## config.mk

```make
export PLATFORM = sky130hd
export DESIGN_NAME = pch_vr_seq_n
export DESIGN_NICKNAME = d
export VERILOG_FILES = /design/src/rtl/pwrseq_pkg.sv /design/src/rtl/pwrseq_dly_cnt.sv /design/src/rtl/pch_vr_seq_n.sv
export SDC_FILE = /design/constraint.sdc
export NUM_CORES = 1
export LEC_CHECK = 0
export ABC_AREA = 0
export CORE_MARGIN = 2
export CORE_UTILIZATION = 32
export DETAILED_ROUTE_END_ITERATION = 16
export SLEW_MARGIN = 20
export SYNTH_ARGS = -nofsm -noshare
export SYNTH_HDL_FRONTEND = slang
export SYNTH_HIERARCHICAL = 1
export SYNTH_SLANG_ARGS = --single-unit
```

## constraint.sdc

```tcl
create_clock -name iClk -period 6.7 [get_ports iClk]
set_input_delay 1.005 -clock iClk [delete_from_list [all_inputs] [get_ports iClk]]
set_output_delay 1.005 -clock iClk [all_outputs]
set_load 0.005 [all_outputs]
```

## src/rtl/pwrseq_pkg.sv

```systemverilog
// Shared definitions for the standby power sequencers:
// FSM state encodings and 2 MHz time constants.
package pwrseq_pkg;

  typedef enum logic [1:0] {
    ST_IDLE = 2'd0,
    ST_ON   = 2'd1,
    ST_OK   = 2'd2,
    ST_OFF  = 2'd3
  } state_e;

  localparam int T_10US_2M = 20;
  localparam int T_10MS_2M = 20000;
  localparam int T_50MS_2M = 100000;

endpackage

```

## src/rtl/pwrseq_dly_cnt.sv

```systemverilog
// Load/enable saturating delay counter.
// done is registered and sticks once LIMIT cycles have elapsed.
module pwrseq_dly_cnt #(
  parameter int CNT_W = 15,
  parameter int LIMIT = 20000
) (
  input  logic clk,
  input  logic rst_n,
  input  logic load,
  input  logic en,
  output logic done
);

  localparam logic [CNT_W-1:0] LIM_M1 = CNT_W'(LIMIT - 1);

  logic [CNT_W-1:0] cnt;

  // Count cycles since the last load; flag once the limit is reached.
  always_ff @(posedge clk or negedge rst_n) begin
    if (!rst_n) begin
      cnt  <= '0;
      done <= 1'b0;
    end else if (load) begin
      cnt  <= '0;
      done <= 1'b0;
    end else if (en) begin
      if (cnt != '1) cnt <= cnt + CNT_W'(1);
      done <= done | (cnt >= LIM_M1);
    end
  end

endmodule

```

## src/rtl/pch_vr_seq_n.sv

```systemverilog
// N-rail standby VR sequencer: ascending power-up with dwell and PG
// timeout, strict reverse power-down, latched per-rail faults.
module pch_vr_seq_n
  import pwrseq_pkg::*;
#(
  parameter int NUM_RAILS  = 3,
  parameter int DLY_STEP   = 20,
  parameter int PG_TIMEOUT = 20000,
  parameter int PWROK_DLY  = 20000,
  parameter int CNT_W      = 15
) (
  input  logic                 iClk,
  input  logic                 iRst_n,
  input  logic                 iEnable,
  input  logic                 iAuxPwrgd,
  input  logic                 iPrsnt_n,
  input  logic [NUM_RAILS-1:0] iPwrgd,
  input  logic                 iFltClr,
  output logic [NUM_RAILS-1:0] oEn,
  output logic                 oPwrgd,
  output logic                 oPwrgdDly,
  output logic                 oFlt,
  output logic [NUM_RAILS-1:0] oFltRail,
  output logic                 oFltTimeout,
  output logic [2:0]           oState
);

  localparam int IW = (NUM_RAILS > 1) ? $clog2(NUM_RAILS) : 1;
  localparam logic [IW-1:0] LAST = IW'(NUM_RAILS - 1);
  localparam logic [CNT_W-1:0] STEP_M1 = CNT_W'(DLY_STEP - 1);
  localparam logic [CNT_W-1:0] TO_M1 = CNT_W'(PG_TIMEOUT - 1);

  state_e               state;
  state_e               state_n;
  logic [IW-1:0]        idx;
  logic [IW-1:0]        idx_n;
  logic [CNT_W-1:0]     cnt;
  logic [CNT_W-1:0]     cnt_n;
  logic [NUM_RAILS-1:0] pg_prev;
  logic [NUM_RAILS-1:0] drop;
  logic [NUM_RAILS-1:0] to_set;
  logic [NUM_RAILS-1:0] flt_set;
  logic [NUM_RAILS-1:0] flt_rail_n;
  logic                 flt_to_n;
  logic                 flt_new;
  logic                 flt_clr;
  logic [NUM_RAILS-1:0] en_n;
  logic                 dly_load;

  assign drop    = oEn & pg_prev & ~iPwrgd;
  assign flt_set = drop | to_set;
  assign flt_clr = (state == ST_IDLE) && iFltClr;
  assign oState  = {1'b0, state};

  // Next state, rail index and timeout-fault detection.
  always_comb begin
    state_n = state;
    idx_n   = idx;
    to_set  = '0;
    unique case (state)
      ST_IDLE: begin
        if (iEnable && iAuxPwrgd && !iPrsnt_n && !oFlt) begin
          state_n = ST_ON;
          idx_n   = '0;
        end
      end
      ST_ON: begin
        if (flt_new || !iEnable) begin
          state_n = ST_OFF;
        end else if (iPwrgd[idx] && cnt >= STEP_M1) begin
          if (idx == LAST) state_n = ST_OK;
          else idx_n = idx + IW'(1);
        end else if (cnt == TO_M1) begin
          to_set[idx] = 1'b1;
          state_n     = ST_OFF;
        end
      end
      ST_OK: begin
        if (flt_new || !iEnable) begin
          state_n = ST_OFF;
          idx_n   = LAST;
        end
      end
      ST_OFF: begin
        if ((!iPwrgd[idx] && cnt >= STEP_M1) || cnt == TO_M1) begin
          if (idx == '0) state_n = ST_IDLE;
          else idx_n = idx - IW'(1);
        end
      end
      default: state_n = ST_IDLE;
    endcase
  end

  // Step counter restarts on any state/index change, else saturates.
  always_comb begin
    cnt_n = '0;
    if (state_n == state && idx_n == idx)
      cnt_n = (cnt == '1) ? cnt : cnt + CNT_W'(1);
  end

  // Enable pattern for the upcoming state: rails 0..idx on while rising,
  // rails below idx on while falling.
  always_comb begin
    en_n = '0;
    for (int r = 0; r < NUM_RAILS; r++) begin
      unique case (state_n)
        ST_ON:   en_n[r] = (r <= int'(idx_n));
        ST_OK:   en_n[r] = 1'b1;
        ST_OFF:  en_n[r] = (r < int'(idx_n));
        default: en_n[r] = 1'b0;
      endcase
    end
  end

  // Fault latch: set events win over a clear in the same cycle.
  always_comb begin
    flt_rail_n = flt_clr ? flt_set : (oFltRail | flt_set);
    flt_to_n   = flt_clr ? (|to_set) : (oFltTimeout | (|to_set));
  end

  // Sequencer state and registered outputs.
  always_ff @(posedge iClk or negedge iRst_n) begin
    if (!iRst_n) begin
      state       <= ST_IDLE;
      idx         <= '0;
      cnt         <= '0;
      pg_prev     <= '0;
      flt_new     <= 1'b0;
      oEn         <= '0;
      oPwrgd      <= 1'b0;
      oFlt        <= 1'b0;
      oFltRail    <= '0;
      oFltTimeout <= 1'b0;
    end else begin
      state       <= state_n;
      idx         <= idx_n;
      cnt         <= cnt_n;
      pg_prev     <= iPwrgd;
      flt_new     <= |flt_set;
      oEn         <= en_n;
      oPwrgd      <= (state_n == ST_OK);
      oFlt        <= |flt_rail_n;
      oFltRail    <= flt_rail_n;
      oFltTimeout <= flt_to_n;
    end
  end

  assign dly_load = !(state == ST_OK && state_n == ST_OK);

  pwrseq_dly_cnt #(
    .CNT_W (CNT_W),
    .LIMIT (PWROK_DLY)
  ) u_pwrok_dly (
    .clk   (iClk),
    .rst_n (iRst_n),
    .load  (dly_load),
    .en    (1'b1),
    .done  (oPwrgdDly)
  );

endmodule

```

## Yosys cells after proc, flatten, opt, wreduce, memory -nomap -nowiden

Index checks and enable logic that the tools add are counted.

- Logic and storage cells: 102
- Flip-flop bits (word level): 48

- $add $sub $neg: 4
- Order comparisons: 9
- Mux-type cells: 35
- Reduce and logical (&&, ||, !) cells: 21
- Bitwise logic cells: 7
- Equality and inequality tests: 14

Operators by type and width:

| kind | count |
|---|---|
| $mux W15 | 4 |
| $add A15 B1 Y15 const B | 2 |
| $eq A15 B15 Y1 const B | 2 |
| $mux W2 | 15 |
| $pmux W2 S4 | 2 |
| $ge A15 B15 Y1 const B | 1 |
| $ge A15 B5 Y1 const B | 1 |
| $mux W3 | 5 |
| $ne A15 B15 Y1 const B | 1 |
| $eq A2 B2 Y1 const B | 5 |
| $logic_and A1 B1 Y1 | 9 |
| $reduce_or A3 Y1 | 3 |
| $and A3 B3 Y3 | 2 |
| $or A3 B3 Y3 | 2 |
| $pmux W1 S3 | 2 |
| $eq A2 B1 Y1 const B | 2 |
| $eq A2 B2 Y1 | 2 |
| $logic_not A1 Y1 | 4 |
| $logic_not A2 Y1 | 2 |
| $lt A1 B2 Y1 const A | 2 |
| $mux W1 | 4 |
| $lt A2 B3 Y1 const B | 1 |
| $not A3 Y3 | 1 |
| $add A2 B1 Y2 const B | 1 |
| other kinds (13) | 15 |

## Longest topological paths before layout

- Depth after elaboration: 12
- Gate-level depth with buffers: 12

## Hierarchy

The synthesis kept the hierarchy.

Modules (own cells, without submodules):

| module | area each (um^2) | cells each | times used |
|---|---|---|---|
| pch_vr_seq_n | 2095.8 | 206 | 1 |
| pwrseq_dly_cnt | 904.6 | 98 | 1 |

## Least setup slack after synthesis

No wires, ideal clock.

- Kind: flip-flop to flip-flop
- Start: register, netlist name cnt[0]
- End: register u_pwrok_dly.cnt[0]
- Library setup time: 0.132 ns
- Arrival: 2.919 ns
- Path slack: 3.649 ns
- Period minus slack after synthesis: 3.051 ns
- Required time: 6.568 ns
- Stages on the path, launching flop included: 13
- Cells stage by stage: dfrtp_1 -> ha_1 -> a2111oi_4 -> o2111ai_4 -> a22o_2 -> and3_1 -> o22ai_1 -> inv_1 -> ha_1 -> nand2_1 -> buf_1 -> clkbuf_1 -> nor2_1

RTL lines:

| element | line | source |
|---|---|---|
| end signal: assignment | pwrseq_dly_cnt.sv:27 | `if (cnt != '1) cnt <= cnt + CNT_W'(1);` |
| end: declaration | pwrseq_dly_cnt.sv:16 | `logic [CNT_W-1:0] cnt;` |

## Worst setup path in the final report

- Start: input port iPwrgd[2]
- End: register u_pwrok_dly.done

- Longest elaborated chain between the ends: 10

Ends and longest elaborated chain:

| element | line | source |
|---|---|---|
| start: declaration | pch_vr_seq_n.sv:17 | `input logic [NUM_RAILS-1:0] iPwrgd,` |
| $bmux W1 S2 (*) | pch_vr_seq_n.sv:70, pch_vr_seq_n.sv:85 |  |
| $mux W1 (implied by the code) (*) | pch_vr_seq_n.sv:70, pch_vr_seq_n.sv:85 |  |
| $logic_not A1 Y1 | pch_vr_seq_n.sv:85 | `if ((!iPwrgd[idx] && cnt >= STEP_M1) \|\| cnt == TO_M1) begin` |
| $logic_and A1 B1 Y1 | pch_vr_seq_n.sv:85 |  |
| $logic_or A1 B1 Y1 | pch_vr_seq_n.sv:85 |  |
| $mux W2 | pch_vr_seq_n.sv:85 |  |
| $pmux W2 S4 (*) | pch_vr_seq_n.sv:60 | `unique case (state)` |
| net state_n[1] | pch_vr_seq_n.sv:34 | `state_e state_n;` |
| $eq A2 B2 Y1 (*) | pch_vr_seq_n.sv:148 | `assign dly_load = !(state == ST_OK && state_n == ST_OK);` |
| $logic_and A1 B1 Y1 (*) | pch_vr_seq_n.sv:148 |  |
| $mux W1 (*) | pwrseq_dly_cnt.sv:23 | `end else if (load) begin` |
| end signal: assignment | pwrseq_dly_cnt.sv:28 | `done <= done \| (cnt >= LIM_M1);` |
| end: declaration | pwrseq_dly_cnt.sv:11 | `output logic done` |

The timed path passes the listed nets; every way through them passes the cells marked *. The select of a mux whose other input is x is not followed.
A chain may end at the register's enable or synchronous reset.

==> results.cfg <==
[outcome]
status = complete, no violations

[routing]
drc_errors = 0
ant_nets = 0
first_pass_iters = 4
drtIter0Drc = 105
vias = 2347
vias_per_cell = 5.43
drt-total-wl_mm = 6.40
wl_per_cell_um = 14.8

[setup_path]
critPathKind = primary input to flop
required_ns = 6.93
reg2reg_from = cnt[0]$_DFFE_PN0P_
reg2regPathDepth = 11
endpoint_kind = flop
worstPathMaxFanout = 17
cp.arrival_ns = 3.99
startpoint_type = primary input
r2r-end = u_pwrok_dly/done$_DFFE_PN0P_
rrSetupSlack_ns = 3.15

[place]
port_buffers = 20
routabilityCongestion = 0.836
place_area_sq_mm = 0.00328
place_hpwl_mm = 4.41

[synthesis]
ys_seq_area_share_pct = 40.0
synth_nets = 326
async_flop_share_pct = 100
ys_warn_count = 6
synth.avg_cell_area_sq_um = 9.87
netlist_area_sq_mm = 0.00300
synthCells = 304
ys_ff_latch = 48
synth_top_area_share_pct = 40.0
yosysTopAreaCell = dfrtp_1
synth_edf_count = 0
synth.top_cells.by_area = dfrtp_1, ha_1, nor4_2
synth_top_flop_cell = dfrtp_1
ys_types = 59

[timing]
clock_skew_ns = 0.00910
worst_pin_slew_ns = 0.951
slew_violations = 0
max_freq_ghz = 0.266
finalHoldViolCount = 0
rsz0062_at_grt = no
finalCriticalPeriod_ns = 3.76
setup_viol = 0
finalCritPeriodShare_pct = 56.2
timing.hold.ws_ns = 0.482
slew_headroom_pct = 36.6
fin_setup_tns_ns = 0

[worst_hold_path]
hp-start = oFltTimeout$_DFF_PN0_
hold_path_end = oFltTimeout$_DFF_PN0_
hold_depth = 2
hp-class = flop to flop

[die]
ioPinCount = 22
row_count = 35
core_sq_mm = 0.00915
dieHeight_um = 101
die_x_um = 101
die_area_sq_mm = 0.0102
initial_core_util_pct = 32.8

[power_and_ir_drop]
swShare_pct = 40.9
pwr-share-seq_pct = 37.2
comb_power_share_pct = 42.0
leakage_nw = 1.31
p_per_area_mw_per_mm2 = 303
clkPwrFrac_pct = 20.7
switching_power_mw = 0.420
p_int_mw = 0.607
ir_drop_uv = 157

[finish]
num_antenna_cells = 0
syn2layout_area_growth_pct = 13.0
fin_area_sq_mm = 0.00339
layout-drive-gt1-share_pct = 12.8
nets = 342

[clock_tree]
cts_buffers = 5
root_buffer = clkbuf_8
cts.sinks = 48
cts_tree = yes
clk_pin_slew_worst_paths_ns = 0.09
worstSkewPairLatency_ns = 0.31
postCtsSetupBuffers = 0
cts_buffer_depth = 2
cts_hold_buf = 0
postCtsResizedCells = 0
cts_max_level = 2

[grt]
grt_pass1_vias = 2347
antenna_found_initial = 0
grtUsageTotal_pct = 13.6
grt_overflow = 0
grt_pass1_wl_mm = 11.1
grt_max_degree = 49

[job]
maxCapViolations = 0
-- kinds of logic (layout without fill, tap and decap cells) --
| group | after synthesis | count (layout) | synth area share [%] |
|---|---|---|---|
| adders and majority gates | 13 | 13 | 5.42 |
| other | 2 | 2 | 0.250 |
| DFF | 48 | 48 | 40.0 |
| AOI/OAI and AO/OA | 66 | 66 | 17.1 |
| muxes | 5 | 5 | 1.67 |
| and+or+nand+nor | 131 | 131 | 27.6 |
| buffers and inverters | 25 | 42 | 3.84 |
| xor gates and xnor gates | 14 | 14 | 4.09 |
-- cells in the final DEF (no fill, tap or decap), types with 11 or more instances in the layout --
master and count:
dfrtp_1 48, nand2_1 20, clkdlybuf4s50_1 19, nor2_1 17
a21oi_1 17, nand3_1 13, ha_1 13, inv_1 12
nor4_2 12, xnor2_1 11
-- power by group through the flow --
stage                     Sequential (mW)  Clock [mW]  Combinational [mW]
after floorplan                     0.368           0               0.336
final                               0.382       0.213               0.432
after global placement              0.388           0               0.421
after global routing                0.389       0.231               0.475
after CTS                           0.383       0.222               0.433
after detailed placement            0.388           0               0.430
-- cell type report --
cell class / instances / area, sq um
Clock buffer: 5 / 68.8
Multi-Input combinational cell: 231 / 1680
Fill cell: 899 / 5760
Tap cell: 111 / 139
Inverter: 12 / 45.0
Sequential cell: 48 / 1200
Clock inverter: 3 / 42.5
Timing Repair Buffer: 22 / 210
-- flip-flops by register name, indices dropped and copies added (netlist names) --
signal / flops
cnt: 15
u_pwrok_dly/cnt: 15
oEn: 3
oFltRail: 3
pg_prev: 3
idx: 2
state: 2
flt_new: 1
oFlt: 1
oFltTimeout: 1
oPwrgd: 1
u_pwrok_dly/done: 1
-- cell usage after synthesis, types with 2 or more instances --
cell type,count
nor4b_1,2
mux2i_1,5
nor3_1,10
and4_1,4
o31a_1,2
clkbuf_1,7
o31ai_1,5
a22oi_2,2
a211oi_1,2
o21ai_1,2
o21a_1,2
ha_1,13
or2_2,3
conb_1,2
inv_1,12
nand2b_1,2
o21ai_0,7
buf_6,2
or3_1,6
a221o_1,3
dfrtp_1,48
xnor2_1,11
o21bai_1,2
o22ai_1,2
nor4_1,7
nor2b_1,4
nand4_1,10
xor2_1,3
buf_2,2
nor4_2,12
o211ai_1,4
nor2_1,17
nand3b_1,2
a21o_1,2
a31oi_1,4
or4_1,5
nand2_1,20
nand3_1,13
and3_1,6
a21oi_1,17
and2_1,2
-- how the worst max path moves through the flow --
stage,start,end,slack [ns],cells past startpoint
after global routing,iPwrgd[2],u_pwrok_dly/done$_DFFE_PN0P_,2.67,11
after detailed placement,iPwrgd[2],u_pwrok_dly/done$_DFFE_PN0P_,2.62,11
final,iPwrgd[2],u_pwrok_dly/done$_DFFE_PN0P_,2.94,11
after CTS,iPwrgd[2],u_pwrok_dly/done$_DFFE_PN0P_,2.96,11
after floorplan,cnt[0]$_DFFE_PN0P_,u_pwrok_dly/cnt[0]$_DFFE_PN0P_,3.65,12
after global placement,iPwrgd[2],u_pwrok_dly/done$_DFFE_PN0P_,2.71,11
-- worst max-delay path: stages --
cell and delay, ns:
clkdlybuf4s50_1 0.51, mux2i_1 0.12, o21ai_2 0.27, nand2_1 0.13
mux2i_1 0.14, a21boi_0 0.29, a21o_1 0.19, ha_1 0.25
nand2_1 0.36, or4_1 0.63, o22ai_1 0.11
-- metal layers --
metal | vias to the layer above | GRT usage (%) | routed length (um)
met3 | 11 | 2.15 | 145
li1 | 1169 | - | -
met1 | 1132 | 18.5 | 3170
met5 | - | 0 | 0
met2 | 35 | 21.4 | 2960
met4 | 0 | 5.80 | 130
-- metrics by stage --
stage	setup slack, ns	power [mW]	instances	utilization [%]
global route	2.67	1.10	432	37.0
detailed placement	2.62	0.819	424	35.8
global placement	2.71	0.810	424	35.8
finish	2.94	1.03	432	37.0
CTS	2.96	1.04	432	37.0
floorplan	3.65	0.704	304	-
Power figures use the tool's default switching activity.
